===== config.mk =====
export PLATFORM = sky130hd
export DESIGN_NAME = cp0_ext
export DESIGN_NICKNAME = d
export VERILOG_FILES = /design/src/rtl/cp0_pkg.sv /design/src/rtl/cp0_timer.sv /design/src/rtl/cp0_ext.sv
export SDC_FILE = /design/constraint.sdc
export NUM_CORES = 1
export LEC_CHECK = 0
export BUFFER_PORTS_ARGS = -buffer_cell sky130_fd_sc_hd__buf_2
export CORE_MARGIN = 5
export CORE_UTILIZATION = 35
export CTS_BUF_LIST = sky130_fd_sc_hd__clkbuf_2
export DETAILED_ROUTE_END_ITERATION = 10
export PLACE_DENSITY = 0.61
export SETUP_SLACK_MARGIN = 0.1
export SLEW_MARGIN = 20
export SYNTH_ARGS = -nofsm -noshare
export SYNTH_HDL_FRONTEND = slang
export SYNTH_SLANG_ARGS = --single-unit

===== constraint.sdc =====
create_clock -name clk -period 2.3 [get_ports clk]
set_clock_uncertainty 0.1 [all_clocks]
set_input_delay 0 -clock clk [delete_from_list [all_inputs] [get_ports clk]]
set_output_delay 0 -clock clk [all_outputs]
set_load 0.05 [all_outputs]

===== src/rtl/cp0_pkg.sv =====
// Shared CP0 definitions: register numbers, SR/Cause field positions and exception codes.
package cp0_pkg;

    localparam logic [4:0] REG_COUNT   = 5'd9;
    localparam logic [4:0] REG_COMPARE = 5'd11;
    localparam logic [4:0] REG_SR      = 5'd12;
    localparam logic [4:0] REG_CAUSE   = 5'd13;
    localparam logic [4:0] REG_EPC     = 5'd14;
    localparam logic [4:0] REG_PRID    = 5'd15;

    localparam int SR_IE_BIT     = 0;
    localparam int SR_EXL_BIT    = 1;
    localparam int SR_IM_LSB     = 8;
    localparam int CAUSE_EXC_LSB = 2;
    localparam int CAUSE_IP_LSB  = 8;
    localparam int CAUSE_TI_BIT  = 30;
    localparam int CAUSE_BD_BIT  = 31;

    typedef enum logic [4:0] {
        EXC_INT  = 5'd0,
        EXC_ADEL = 5'd4,
        EXC_ADES = 5'd5,
        EXC_SYS  = 5'd8,
        EXC_RI   = 5'd10,
        EXC_OV   = 5'd12
    } exc_code_e;

endpackage


===== src/rtl/cp0_timer.sv =====
// Count/Compare timer with a programmable prescaler and a sticky timer-interrupt flag.
module cp0_timer #(
    parameter int COUNT_DIV = 1
) (
    input  logic        clk_i,
    input  logic        rst_i,
    input  logic [31:0] din_i,
    input  logic        countWe_i,
    input  logic        compareWe_i,
    output logic [31:0] count_o,
    output logic [31:0] compare_o,
    output logic        ti_o
);

    localparam logic [3:0] PRESC_LAST = 4'(COUNT_DIV - 1);

    logic [3:0]  presc_q, presc_d;
    logic [31:0] count_q, count_d;
    logic [31:0] compare_q, compare_d;
    logic        ti_q, ti_d;
    logic        armed_q, armed_d;
    logic        tick;
    logic        hit;

    // armed_q keeps the Count==Compare==0 state right after reset from firing;
    // it arms as soon as Count moves or either register is written.
    always_comb begin
        tick      = (presc_q == PRESC_LAST);
        hit       = armed_q && (count_q == compare_q);
        presc_d   = tick ? 4'd0 : presc_q + 4'd1;
        count_d   = tick ? count_q + 32'd1 : count_q;
        armed_d   = armed_q | tick;
        compare_d = compare_q;
        ti_d      = ti_q | hit;
        if (countWe_i) begin
            count_d = din_i;
            presc_d = 4'd0;
            armed_d = 1'b1;
        end
        if (compareWe_i) begin
            compare_d = din_i;
            ti_d      = 1'b0;
            armed_d   = 1'b1;
        end
    end

    always_ff @(posedge clk_i) begin
        if (rst_i) begin
            presc_q   <= 4'd0;
            count_q   <= 32'd0;
            compare_q <= 32'd0;
            ti_q      <= 1'b0;
            armed_q   <= 1'b0;
        end else begin
            presc_q   <= presc_d;
            count_q   <= count_d;
            compare_q <= compare_d;
            ti_q      <= ti_d;
            armed_q   <= armed_d;
        end
    end

    assign count_o   = count_q;
    assign compare_o = compare_q;
    assign ti_o      = ti_q;

endmodule


===== src/rtl/cp0_ext.sv =====
// CP0 status/cause/EPC block with interrupt request generation and an embedded timer.
module cp0_ext
    import cp0_pkg::*;
#(
    parameter int          NUM_HWINT = 5,
    parameter logic [31:0] PRID      = 32'h21074113,
    parameter int          COUNT_DIV = 1
) (
    input  logic                 clk,
    input  logic                 rst,
    input  logic [29:0]          pc,
    input  logic                 bd,
    input  logic [31:0]          din,
    input  logic [4:0]           sel,
    input  logic                 cp0WR,
    input  logic                 exc_req,
    input  logic [4:0]           exc_code,
    input  logic                 eret,
    input  logic [NUM_HWINT-1:0] HWint,
    output logic                 IntReq,
    output logic [29:0]          epc,
    output logic [31:0]          dout
);

    logic [7:0]           im_q, im_d;
    logic                 ie_q, ie_d;
    logic                 exl_q, exl_d;
    logic [1:0]           sw_q, sw_d;
    logic [NUM_HWINT-1:0] hw_q;
    logic                 bd_q, bd_d;
    logic [4:0]           code_q, code_d;
    logic [29:0]          epc_q, epc_d;

    logic [31:0] count, compare;
    logic        ti;
    logic [4:0]  hwPad;
    logic [7:0]  ip;
    logic [31:0] sr, cause;
    logic        wrSr, wrCause, wrEpc;

    assign wrSr    = cp0WR && (sel == REG_SR);
    assign wrCause = cp0WR && (sel == REG_CAUSE);
    assign wrEpc   = cp0WR && (sel == REG_EPC);

    cp0_timer #(.COUNT_DIV(COUNT_DIV)) u_timer (
        .clk_i       (clk),
        .rst_i       (rst),
        .din_i       (din),
        .countWe_i   (cp0WR && (sel == REG_COUNT)),
        .compareWe_i (cp0WR && (sel == REG_COMPARE)),
        .count_o     (count),
        .compare_o   (compare),
        .ti_o        (ti)
    );

    // Later assignments win: mtc0 write, then eret, then exception entry.
    always_comb begin
        im_d   = im_q;
        ie_d   = ie_q;
        exl_d  = exl_q;
        sw_d   = sw_q;
        bd_d   = bd_q;
        code_d = code_q;
        epc_d  = epc_q;
        if (wrSr) begin
            im_d  = din[SR_IM_LSB +: 8];
            exl_d = din[SR_EXL_BIT];
            ie_d  = din[SR_IE_BIT];
        end
        if (wrCause) sw_d = din[CAUSE_IP_LSB +: 2];
        if (wrEpc) epc_d = din[31:2];
        if (eret) exl_d = 1'b0;
        if (exc_req) begin
            code_d = exc_code;
            exl_d  = 1'b1;
            epc_d  = epc_q;
            if (!exl_q) begin
                epc_d = bd ? pc - 30'd1 : pc;
                bd_d  = bd;
            end
        end
    end

    always_ff @(posedge clk) begin
        if (rst) begin
            im_q   <= 8'd0;
            ie_q   <= 1'b0;
            exl_q  <= 1'b0;
            sw_q   <= 2'd0;
            hw_q   <= '0;
            bd_q   <= 1'b0;
            code_q <= 5'd0;
            epc_q  <= 30'd0;
        end else begin
            im_q   <= im_d;
            ie_q   <= ie_d;
            exl_q  <= exl_d;
            sw_q   <= sw_d;
            hw_q   <= HWint;
            bd_q   <= bd_d;
            code_q <= code_d;
            epc_q  <= epc_d;
        end
    end

    // Unimplemented hardware lines read as 0 in IP[6:2].
    always_comb begin
        hwPad = 5'd0;
        hwPad[NUM_HWINT-1:0] = hw_q;
        ip = {ti, hwPad, sw_q};

        sr = 32'd0;
        sr[SR_IE_BIT]        = ie_q;
        sr[SR_EXL_BIT]       = exl_q;
        sr[SR_IM_LSB +: 8]   = im_q;

        cause = 32'd0;
        cause[CAUSE_EXC_LSB +: 5] = code_q;
        cause[CAUSE_IP_LSB +: 8]  = ip;
        cause[CAUSE_TI_BIT]       = ti;
        cause[CAUSE_BD_BIT]       = bd_q;

        case (sel)
            REG_COUNT:   dout = count;
            REG_COMPARE: dout = compare;
            REG_SR:      dout = sr;
            REG_CAUSE:   dout = cause;
            REG_EPC:     dout = {epc_q, 2'b00};
            REG_PRID:    dout = PRID;
            default:     dout = 32'd0;
        endcase
    end

    assign IntReq = (|(ip & im_q)) & ie_q & ~exl_q;
    assign epc    = epc_q;

endmodule


==> results.py, run 1 <==
metrics = {
    "timing": {
        "rsz0062_at_grt": "yes",
        "slew_violations": 0,
        "final_period_minus_worst_setup_slack_ns": 2.23,
        "finalSetupTns_ns": 0,
        "tightest_slew_ns": 0.607,
        "relSlewSlack_pct": 59.4,
        "fin_crit_sh_pct": 96.8,
        "finalSetupViolations": 0,
        "hold_viol_final": 0,
        "setup_ws_ns": 0.0736,
        "timing.fmax_ghz": 0.449,
    },
    "clocking": {
        "clock_sinks": 123,
        "root_buffer": "clkbuf_2",
        "clk_pin_slew_ns": 0.18,
        "clock_path_buffers": 2,
        "cts.htree.levels": 4,
        "cts_made_buffers": 17,
        "clkLatencyLatePin_ns": 0.72,
        "tritoncts": "done",
    },
    "critical_path": {
        "path_max_fanout": 8,
        "crit_type": "input pin to flip-flop",
        "crit_path_end_kind": "flip-flop",
        "cp_data_required_time_ns": 2.86,
        "r2r_setup_slack_ns": 0.18,
        "crit_arrival_ns": 2.78,
        "critPathLaunchType": "input pin",
    },
    "synthesis": {
        "synthCells": 858,
        "synthFlopType": "dfxtp_1",
        "synth_top_area_cell": "dfxtp_1",
        "synth_area_sq_um": 6960,
        "yosysTopAreaCellShare_pct": 35.4,
        "synth-async-reset-ratio_pct": 0,
        "synth_warnings": 0,
        "synth_common_cells": "nand2_1 (146), dfxtp_1 (123), a21oi_1 (62)",
        "ys_seq_elements": 123,
        "synth_nets": 945,
        "yosysSeqAreaShare_pct": 35.4,
        "synthTopCellsByArea": "dfxtp_1 (35%), nand2_1 (7.9%), xnor2_1 (5.8%)",
        "syn_area_per_cell_sq_um": 8.11,
        "synth.most_common_cell": "nand2_1",
        "synth_edf_count": 0,
        "synth_cell_types": 63,
    },
    "pwr": {
        "report.power.total_uw": 4640,
        "p_per_area_nw_per_um2": 422,
        "peakVddDrop_mv": 0.238,
        "p_leak_uw": 0.00449,
    },
    "finish": {
        "fillers": 1789,
        "drive_above_1_share_pct": 21.0,
        "nets": 1343,
        "utilization_pct": 56.2,
        "area_delta_synth_final_pct": 57.7,
    },
    "global_routing": {
        "gr-usage-all-layers_pct": 25.4,
        "grt-ovfl-total": 0,
        "grt_max_degree": 93,
        "grt_first_pass_wirelength_um": 44800,
        "antenna_found_initial": 2,
        "first_global_vias": 8234,
    },
    "placed_design": {
        "routabilityCongestion": 0.899,
        "io_buffers": 145,
        "dp_slack_ns": 0.100,
        "dpl.hpwl_um": 19500,
    },
    "routing": {
        "firstDrtPassIters": 10,
        "routed_wl_um": 29400,
        "route.detailed.drc": 0,
        "drtIter0Drc": 938,
        "vias_per_cell": 5.58,
        "vias": 8563,
        "ant_nets": 0,
        "avgRoutedWirePerCell_um": 19.2,
    },
    "floorplanning": {
        "die-area_sq_um": 22800,
        "die_w_um": 151,
        "ios": 146,
        "placementRows": 51,
        "core_sq_um": 19500,
        "die_h_um": 151,
        "start_util_pct": 35.7,
    },
    "status": {
        "outcome": "complete, no violations",
    },
    "job": {
        "cap_viol_max_count": 0,
    },
    "worst_hold_path": {
        "min_path_type": "input pin to flip-flop",
    },
}
==> cell usage in the layout, fill, tap and decap left out, types with 29 or more instances in the layout <==
cell	synthesis	final
a211oi_1	31	31
dfxtp_1	123	118
buf_2	12	140
a21oi_1	62	62
nand2_1	146	145
nand3_1	30	29
xnor2_1	46	46
xor2_1	43	43
nor2_1	59	59
dlygate4sd3_1	0	245
buf_4	2	49
==> what timing repair did <==
item                                   in CTS  in global routing
gates resized for setup                     4                 31
hold buffers                              245                  2
setup endpoints to repair                   2                 52
endpoints found under the hold margin     123                  2
cloned                                      0                  1
pin swaps                                   1                 12
setup buffers                               0                  5
==> cell type report <==
| cell class | instances | area (sq um) | share of cell area, % |
|---|---|---|---|
| Multi-Input combinational cell | 652 | 4240 | 38.7 |
| Timing Repair Buffer | 443 | 3650 | 33.3 |
| Tap cell | 265 | 332 | 3.02 |
| Clock inverter | 11 | 105 | 0.957 |
| Inverter | 19 | 71.3 | 0.650 |
| Sequential cell | 123 | 2470 | 22.5 |
| Antenna cell | 2 | 5.00 | 0.0456 |
| Clock buffer | 19 | 95.1 | 0.866 |
==> worst paths after layout <==
kind                                    to  cells after the start                          start
max                    epc[5]$_SDFFE_PP0P_                      9                             bd
min                   epc[26]$_SDFFE_PP0P_                      6                          pc[5]
max reg2reg             exl_q$_SDFFE_PP0P_                      6             exl_q$_SDFFE_PP0P_
min reg2reg  u_timer.presc_q[0]$_SDFF_PP0_                      1  u_timer.presc_q[0]$_SDFF_PP0_
==> state kept, by name, indices dropped and copies added, names as in the netlist <==
signal / count
sw_q: 2
im_q: 8
code_q: 5
u_timer.presc_q: 4
bd_q: 1
exl_q: 1
u_timer.ti_o: 1
epc: 30
u_timer.count_o: 32
ie_q: 1
hwPad: 5
u_timer.armed_q: 1
u_timer.compare_o: 32
==> worst max-delay path, stage by stage <==
cell and delay, ns:
dlygate4sd3_1 0.56, buf_4 0.17, nor3b_4 0.17, a21boi_0 0.20, dlygate4sd3_1 0.58, nor3_1 0.04, dlygate4sd3_1 0.57, or3_1 0.35
a21oi_1 0.14
==> report_power, final <==
part,leakage [uW],total (uW),internal [uW],switching (uW)
clock network,0.000125,1300,474,825
logic,0.00336,1050,470,576
registers,0.00100,2290,2200,87.0
total,0.00449,4640,3150,1490
==> through the flow <==
stage / area [sq um] / hold slack [ns] / std cells
floorplan: 6960 / 0.0282 / 858
global placement: 8140 / 0.112 / 1250
detailed placement: 8140 / 0.116 / 1250
CTS: 10800 / 0.000481 / 1524
global route: 11000 / 0.0436 / 1534
finish: 11000 / 0.0481 / 1534
==> logic make-up (layout without fill, tap and decap cells) <==
kind of cell,count (synthesis),after routing,share of synthesized area (%)
AOI/OAI and AO/OA,197,197,20.2
xor gates and xnor gates,89,89,11.2
adders and majority gates,4,4,0.719
buffers and inverters,84,492,5.00
DFF,123,123,35.4
muxes,23,23,3.54
other,0,2,0
and+or+nand+nor,338,339,24.0
==> per-layer routing <==
metal | GRT usage, % | wire [um] | up-vias
li1 | - | - | 3932
met1 | 33.8 | 12100 | 4074
met2 | 39.5 | 13400 | 460
met3 | 4.79 | 2710 | 97
met4 | 12.1 | 1190 | 0
met5 | 0 | 0 | -
No activity file was read; power rests on OpenSTA's default activity.
==> run 2, diff against run 1 <==
--- a/config.mk
+++ b/config.mk
@@ -10,7 +10,6 @@
 export CORE_UTILIZATION = 35
 export CTS_BUF_LIST = sky130_fd_sc_hd__clkbuf_2
 export DETAILED_ROUTE_END_ITERATION = 10
-export PLACE_DENSITY = 0.61
 export SETUP_SLACK_MARGIN = 0.1
 export SLEW_MARGIN = 20
 export SYNTH_ARGS = -nofsm -noshare
==> constraint.sdc (replaced) <==
create_clock -name clk -period 2.3 [get_ports clk]
set_clock_uncertainty 0.1 [all_clocks]
set_input_delay 0 -clock clk [delete_from_list [all_inputs] [get_ports clk]]
set_output_delay 0 -clock clk [all_outputs]
set_load 0.1 [all_outputs]
==> run 2 against run 1 <==
First-iteration DRC count decreased by 8.0%. Combinational power grew 17%. Critical path depth shrank 5. Sequential share of layout area decreased by 0.32 points. Final area increased by 1.3%. Non-clock buffer count decreased by 31. Flip-flop and latch count did not move. Maximum frequency down 0.30%. Largest power group unchanged. Routed wire length shrank 1.8%. Clock-buffer cell count rose by 2. Largest cell class unchanged. Die area stayed put.
==> results.py, run 2 (synthesized netlist as in run 1, its figures left out) <==
metrics = {
    "clocking": {
        "cts.htree.levels": 4,
        "clock_path_buffers": 2,
        "root_buffer": "clkbuf_2",
        "tritoncts": "done",
        "cts_made_buffers": 17,
        "clock_sinks": 123,
        "clk_pin_slew_ns": 0.18,
        "clkLatencyLatePin_ns": 0.71,
    },
    "finish": {
        "finalNonFillerCells": 1505,
        "final_cell_mix": "dlygate4sd3_1 (216), nand2_1 (144), dfxtp_1 (118)",
        "nets": 1312,
        "design_area_sq_um": 11100,
        "drive_above_1_share_pct": 22.1,
        "utilization_pct": 57.0,
        "area_delta_synth_final_pct": 59.8,
        "layout_commonest_cell": "dlygate4sd3_1",
    },
    "floorplanning": {
        "ios": 146,
        "core_sq_um": 19500,
        "die_h_um": 151,
        "die_w_um": 151,
        "die-area_sq_um": 22800,
        "start_util_pct": 35.7,
        "placementRows": 51,
    },
    "critical_path": {
        "cp_top_family": "compound AO/OA/AOI/OAI gates",
        "cp_num_buf_inv": 3,
        "crit_path_end_kind": "primary output",
        "cp_data_required_time_ns": 2.20,
        "crit_arrival_ns": 2.13,
        "path_max_fanout": 2,
        "crit_path_cell_trace": "buf_6, a222oi_1, inv_1, buf_12",
        "cpMaxStageDelayCell": "a222oi_1",
        "slowest_delay_ns": 0.56,
        "crit_type": "flip-flop to primary output",
        "critPathLaunchType": "flip-flop",
    },
    "timing": {
        "slew_violations": 0,
        "rsz0062_at_grt": "yes",
        "final_period_minus_worst_setup_slack_ns": 2.23,
        "hold_viol_final": 0,
        "tightest_slew_ns": 0.771,
        "timing.fmax_ghz": 0.448,
        "finalSetupViolations": 0,
        "fin_crit_sh_pct": 97.1,
        "relSlewSlack_pct": 48.6,
    },
    "routing": {
        "routed_wl_um": 28900,
        "vias": 8286,
        "drtIter0Drc": 863,
        "route.detailed.drc": 0,
        "avgRoutedWirePerCell_um": 19.2,
        "vias_per_cell": 5.51,
        "firstDrtPassIters": 6,
        "ant_nets": 0,
    },
    "global_routing": {
        "first_global_vias": 7904,
        "grt_first_pass_wirelength_um": 44100,
        "gr-usage-all-layers_pct": 25.1,
        "grt-ovfl-total": 0,
        "grt_max_degree": 69,
        "antenna_found_initial": 2,
    },
    "pwr": {
        "report.power.total_uw": 4850,
        "p_leak_uw": 0.00449,
        "peakVddDrop_mv": 0.229,
        "p_per_area_nw_per_um2": 436,
    },
    "status": {
        "outcome": "complete, no violations",
    },
    "placed_design": {
        "routabilityCongestion": 0.917,
        "place_area_sq_um": 8570,
        "placedCellCount": 1246,
        "dpl.hpwl_um": 19600,
        "io_buffers": 145,
    },
    "worst_hold_path": {
        "min_path_type": "input pin to flip-flop",
    },
    "job": {
        "cap_viol_max_count": 0,
    },
}
run 2: changes by cell type in the layout (fill, tap and decap cells not counted), moves of 2 or more:
cell / delta
a311oi_1: -2
a311oi_2: +2
buf_12: +29
buf_2: -30
clkbuf_2: +2
dlygate4sd3_1: -29
nor2_1: -2
nor2_2: +3
run 2: worst min-delay path: cells and delay by family:
kind | cells | cell delay [ns]
AND/OR/NAND/NOR | 1 | 0.09
buffers and inverters | 2 | 0.68
AO/OA/AOI/OAI | 1 | 0.05
run 2: final timing paths:
path / from / cells past startpoint / slack (ns) / endpoint
worst min-delay path: din[0] / 4 / 0.05 / u_timer.count_o[0]$_SDFFE_PP0P_
worst max register to register: u_timer.presc_q[0]$_SDFF_PP0_ / 7 / 0.19 / u_timer.count_o[31]$_SDFFE_PP0P_
worst min register to register: u_timer.presc_q[0]$_SDFF_PP0_ / 1 / 0.33 / u_timer.presc_q[0]$_SDFF_PP0_
worst max-delay path: u_timer.count_o[7]$_SDFFE_PP0P_ / 4 / 0.07 / dout[7]
run 2: area by class of cell:
| class | instances | area (sq um) |
|---|---|---|
| Antenna cell | 2 | 5.00 |
| Multi-Input combinational cell | 652 | 4260 |
| Timing Repair Buffer | 412 | 3770 |
| Inverter | 19 | 71.3 |
| Fill cell | 1777 | 8400 |
| Clock inverter | 11 | 103 |
| Sequential cell | 123 | 2470 |
| Clock buffer | 21 | 105 |
| Tap cell | 265 | 332 |
run 2: stage by stage:
stage | hold slack, ns | setup TNS [ns] | setup WS, ns
after floorplan | 0.0282 | 0 | 0.207
after global placement | 0.112 | 0 | 0.156
after detailed placement | 0.113 | 0 | 0.113
after CTS | 0.000379 | 0 | 0.0745
after global routing | 0.000133 | -0.0163 | -0.0163
final | 0.0481 | 0 | 0.0669
run 2: report_power, final:
part / internal (uW) / total (uW) / switching [uW]
sequential: 2210 / 2290 / 89.7
combinational: 482 / 1230 / 752
clock: 494 / 1320 / 825
total: 3180 / 4850 / 1670
run 2: metal layers:
metal	up-vias	wire length [um]	global-route usage, %
met5	-	0	0
met4	0	1060	10.7
met3	74	2600	5.39
met2	427	13300	38.8
met1	3918	12000	34.0
li1	3867	-	-
run 2: what timing repair did:
action,CTS,global route
endpoints found under the setup margin,5,41
hold buffers,217,1
pin swaps,1,7
resized for setup,7,21
endpoints found under the hold margin,123,4
gates cloned,0,1
setup buffers,1,6
==> run 3, diff against run 2 <==
--- a/config.mk
+++ b/config.mk
@@ -7,9 +7,10 @@
 export LEC_CHECK = 0
 export BUFFER_PORTS_ARGS = -buffer_cell sky130_fd_sc_hd__buf_2
 export CORE_MARGIN = 5
-export CORE_UTILIZATION = 35
+export CORE_UTILIZATION = 45
 export CTS_BUF_LIST = sky130_fd_sc_hd__clkbuf_2
 export DETAILED_ROUTE_END_ITERATION = 10
+export PLACE_DENSITY = 0.68
 export SETUP_SLACK_MARGIN = 0.1
 export SLEW_MARGIN = 20
 export SYNTH_ARGS = -nofsm -noshare
==> run 3 against run 2 <==
The run now fails in 4_1_cts. Synthesized cell count unchanged. Area after synthesis unchanged.
==> results.py, run 3 <==
metrics = {
    "status": {
        "outcome": "stopped before the end",
        "lastStage": "4_1_cts",
        "error_line": "[ERROR RSZ-0060] Max buffer count reached.",
    },
    "synthesis": {
        "synth-simple-area-share_pct": 24.0,
        "muxShareOfSynthArea_pct": 3.54,
        "yosysSeqAreaShare_pct": 35.4,
        "synth-async-reset-ratio_pct": 0,
        "synth_top_area_cell": "dfxtp_1",
        "syn_area_per_cell_sq_um": 8.11,
        "synth-adder-area-share_pct": 0.719,
        "synth-compound-area-share_pct": 20.2,
        "synth_common_cells": "nand2_1 (146), dfxtp_1 (123), a21oi_1 (62)",
        "synth_nets": 945,
        "ys_seq_elements": 123,
        "synth_top_family_by_area": "simple AND/OR/NAND/NOR gates",
        "synth_cell_types": 63,
        "synthCells": 858,
        "yosysTopAreaCellShare_pct": 35.4,
        "synth_edf_count": 0,
        "synthTopCellsByArea": "dfxtp_1 (35%), nand2_1 (7.9%), xnor2_1 (5.8%)",
        "synth.most_common_cell": "nand2_1",
        "synth_xor_area_share_pct": 11.2,
        "synth_area_sq_um": 6960,
        "synthFlopType": "dfxtp_1",
        "synth_warnings": 0,
    },
    "placed_design": {
        "io_buffers": 145,
        "dpl.hpwl_um": 18700,
        "routabilityCongestion": 0.924,
    },
    "floorplanning": {
        "placementRows": 45,
        "die_w_um": 134,
        "ios": 146,
        "start_util_pct": 45.8,
        "die_h_um": 134,
    },
    "clocking": {
        "root_buffer": "clkbuf_2",
        "cts_made_buffers": 17,
        "clock_path_buffers": 2,
        "postCtsSetupRepairBufs": 0,
        "cts_resized": 2,
        "cts.htree.levels": 4,
        "clock_sinks": 123,
        "cts_hold_buf": 243,
    },
}
run 3: stage by stage:
stage	worst slack (ns)	cells	cell area, sq um
3_5_place_dp	0.115	1170	8500
3_3_place_gp	0.186	1170	8500
2_1_floorplan	0.207	858	6970
run 3: kinds of logic after synthesis:
group                    Yosys count
XOR/XNOR                          89
adder cells (fa/ha/maj)            4
multiplexers                      23
buffers and inverters             84
flip-flops                       123
AND/OR/NAND/NOR                  338
AO/OA/AOI/OAI                    197
==> run 4, diff against run 3 <==
--- a/config.mk
+++ b/config.mk
@@ -7,11 +7,9 @@
 export LEC_CHECK = 0
 export BUFFER_PORTS_ARGS = -buffer_cell sky130_fd_sc_hd__buf_2
 export CORE_MARGIN = 5
-export CORE_UTILIZATION = 45
-export CTS_BUF_LIST = sky130_fd_sc_hd__clkbuf_2
+export CORE_UTILIZATION = 30
 export DETAILED_ROUTE_END_ITERATION = 10
-export PLACE_DENSITY = 0.68
-export SETUP_SLACK_MARGIN = 0.1
+export PLACE_DENSITY_LB_ADDON = 0.15
 export SLEW_MARGIN = 20
 export SYNTH_ARGS = -nofsm -noshare
 export SYNTH_HDL_FRONTEND = slang
==> run 4 against run 3 <==
The flow now finishes without violations.
==> results.py, run 4 (synthesized netlist as in run 1, its figures left out) <==
metrics = {
    "status": {
        "outcome": "complete, no violations",
    },
    "routing": {
        "routed_wl_um": 28500,
        "firstDrtPassIters": 6,
        "vias_per_cell": 5.23,
        "route.detailed.drc": 0,
        "vias": 7398,
        "ant_nets": 0,
        "drtIter0Drc": 799,
        "avgRoutedWirePerCell_um": 20.2,
    },
    "global_routing": {
        "gr-usage-all-layers_pct": 21.2,
        "antenna_found_initial": 0,
        "grt_first_pass_wirelength_um": 42900,
        "first_global_vias": 7079,
        "grt-ovfl-total": 0,
        "grt_max_degree": 115,
    },
    "clocking": {
        "root_buffer": "clkbuf_16",
        "clkLatencyLatePin_ns": 0.42,
        "tritoncts": "done",
        "postCtsSetupRepairBufs": 0,
        "clock_sinks": 123,
        "cts_made_buffers": 17,
        "clock_path_buffers": 2,
        "clk_pin_slew_ns": 0.06,
        "cts.htree.levels": 4,
    },
    "timing": {
        "hold_viol_final": 0,
        "tightest_slew_ns": 0.650,
        "setup_ws_ns": 0.0703,
        "final_period_minus_worst_setup_slack_ns": 2.23,
        "timing.fmax_ghz": 0.448,
        "fin_crit_sh_pct": 96.9,
        "slew_violations": 0,
        "finalSetupTns_ns": 0,
        "relSlewSlack_pct": 56.0,
        "finalSetupViolations": 0,
        "rsz0062_at_grt": "no",
    },
    "pwr": {
        "p_int_uw": 3960,
        "p_leak_uw": 0.00396,
        "pwr-share-clk_pct": 42.3,
        "peakVddDrop_mv": 0.305,
        "swShare_pct": 32.5,
        "power_frac_seq_pct": 39.1,
        "switchingPower_uw": 1910,
        "p_per_area_nw_per_um2": 581,
        "pwr-share-comb_pct": 18.6,
        "report.power.total_uw": 5870,
    },
    "finish": {
        "drive_above_1_share_pct": 23.7,
        "final_cell_mix": "nand2_1 (145), dfxtp_1 (123), buf_2 (112)",
        "multi_input_area_sq_um": 4210,
        "nets": 1176,
        "fillers": 2284,
        "layout_commonest_cell": "nand2_1",
        "register_area_sq_um": 2460,
        "area_delta_synth_final_pct": 45.3,
        "antennaDiodeCount": 0,
        "finalNonFillerCells": 1415,
    },
    "floorplanning": {
        "die-area_sq_um": 26400,
        "die_h_um": 162,
        "ios": 146,
        "placementRows": 55,
        "die_w_um": 162,
        "start_util_pct": 30.6,
        "core_sq_um": 22800,
    },
    "critical_path": {
        "path_max_fanout": 13,
        "crit_path_end_kind": "flip-flop",
        "crit_type": "input pin to flip-flop",
        "critPathLaunchType": "input pin",
        "cp_data_required_time_ns": 2.50,
        "r2r_setup_slack_ns": 0.17,
        "crit_arrival_ns": 2.43,
    },
    "placed_design": {
        "routabilityCongestion": 0.862,
        "placedCellCount": 1298,
        "io_buffers": 145,
        "dpl.hpwl_um": 21300,
        "dp_slack_ns": 0.0944,
    },
    "job": {
        "cap_viol_max_count": 0,
    },
    "worst_hold_path": {
        "min_path_type": "input pin to flip-flop",
    },
}
==> run 4: path summary, 6_finish.rpt <==
check / from / end / cells after the start
max: pc[8] / epc[22]$_SDFFE_PP0P_ / 9
min: pc[3] / epc[3]$_SDFFE_PP0P_ / 5
max reg2reg: u_timer.presc_q[0]$_SDFF_PP0_ / u_timer.count_o[19]$_SDFFE_PP0P_ / 8
min reg2reg: u_timer.presc_q[0]$_SDFF_PP0_ / u_timer.presc_q[0]$_SDFF_PP0_ / 1
==> run 4: power groups by stage <==
stage	Sequential, uW	Clock (uW)	Combinational (uW)
after global routing	2300	2630	1150
final	2300	2490	1090
after CTS	2290	2530	1090
after floorplan	2580	0	352
after global placement	2340	0	971
after detailed placement	2340	0	971
==> run 4: critical path, cell delays in order <==
cell and delay, ns:
dlygate4sd3_1 0.53, buf_2 0.14, nor3_1 0.18, buf_4 0.18, and4bb_4 0.35, nand3_1 0.11, xor2_1 0.24, a211oi_2 0.11
dlygate4sd3_1 0.58
==> run 4: repair_timing <==
item                       CTS  global route
setup endpoints to repair    0            10
resized for setup            0             7
hold endpoints to repair   117             0
hold buffers                85             0
==> run 4: per-layer routing <==
metal	vias to the layer above	GRT usage [%]	share of wire, %
met2	245	32.6	45
met4	0	5.69	1.7
met3	30	4.61	7.1
met5	-	0	0
li1	3592	-	-
met1	3531	30.0	46
==> run 4: stage by stage <==
stage	cell area, sq um	util, %	hold slack [ns]
6_report	10100	44.4	0.0270
5_1_grt	10100	44.4	0.0364
4_1_cts	10100	44.3	0.0134
3_5_place_dp	8690	38.1	0.117
3_3_place_gp	8690	38.1	0.117
2_1_floorplan	6970	-	0.0282
==> run 4: cell type report <==
| class | instances | area share (%) |
|---|---|---|
| Clock inverter | 15 | 1.16 |
| Tap cell | 313 | 3.87 |
| Multi-Input combinational cell | 651 | 41.6 |
| Clock buffer | 17 | 4.21 |
| Sequential cell | 123 | 24.3 |
| Timing Repair Buffer | 277 | 24.1 |
| Inverter | 19 | 0.705 |
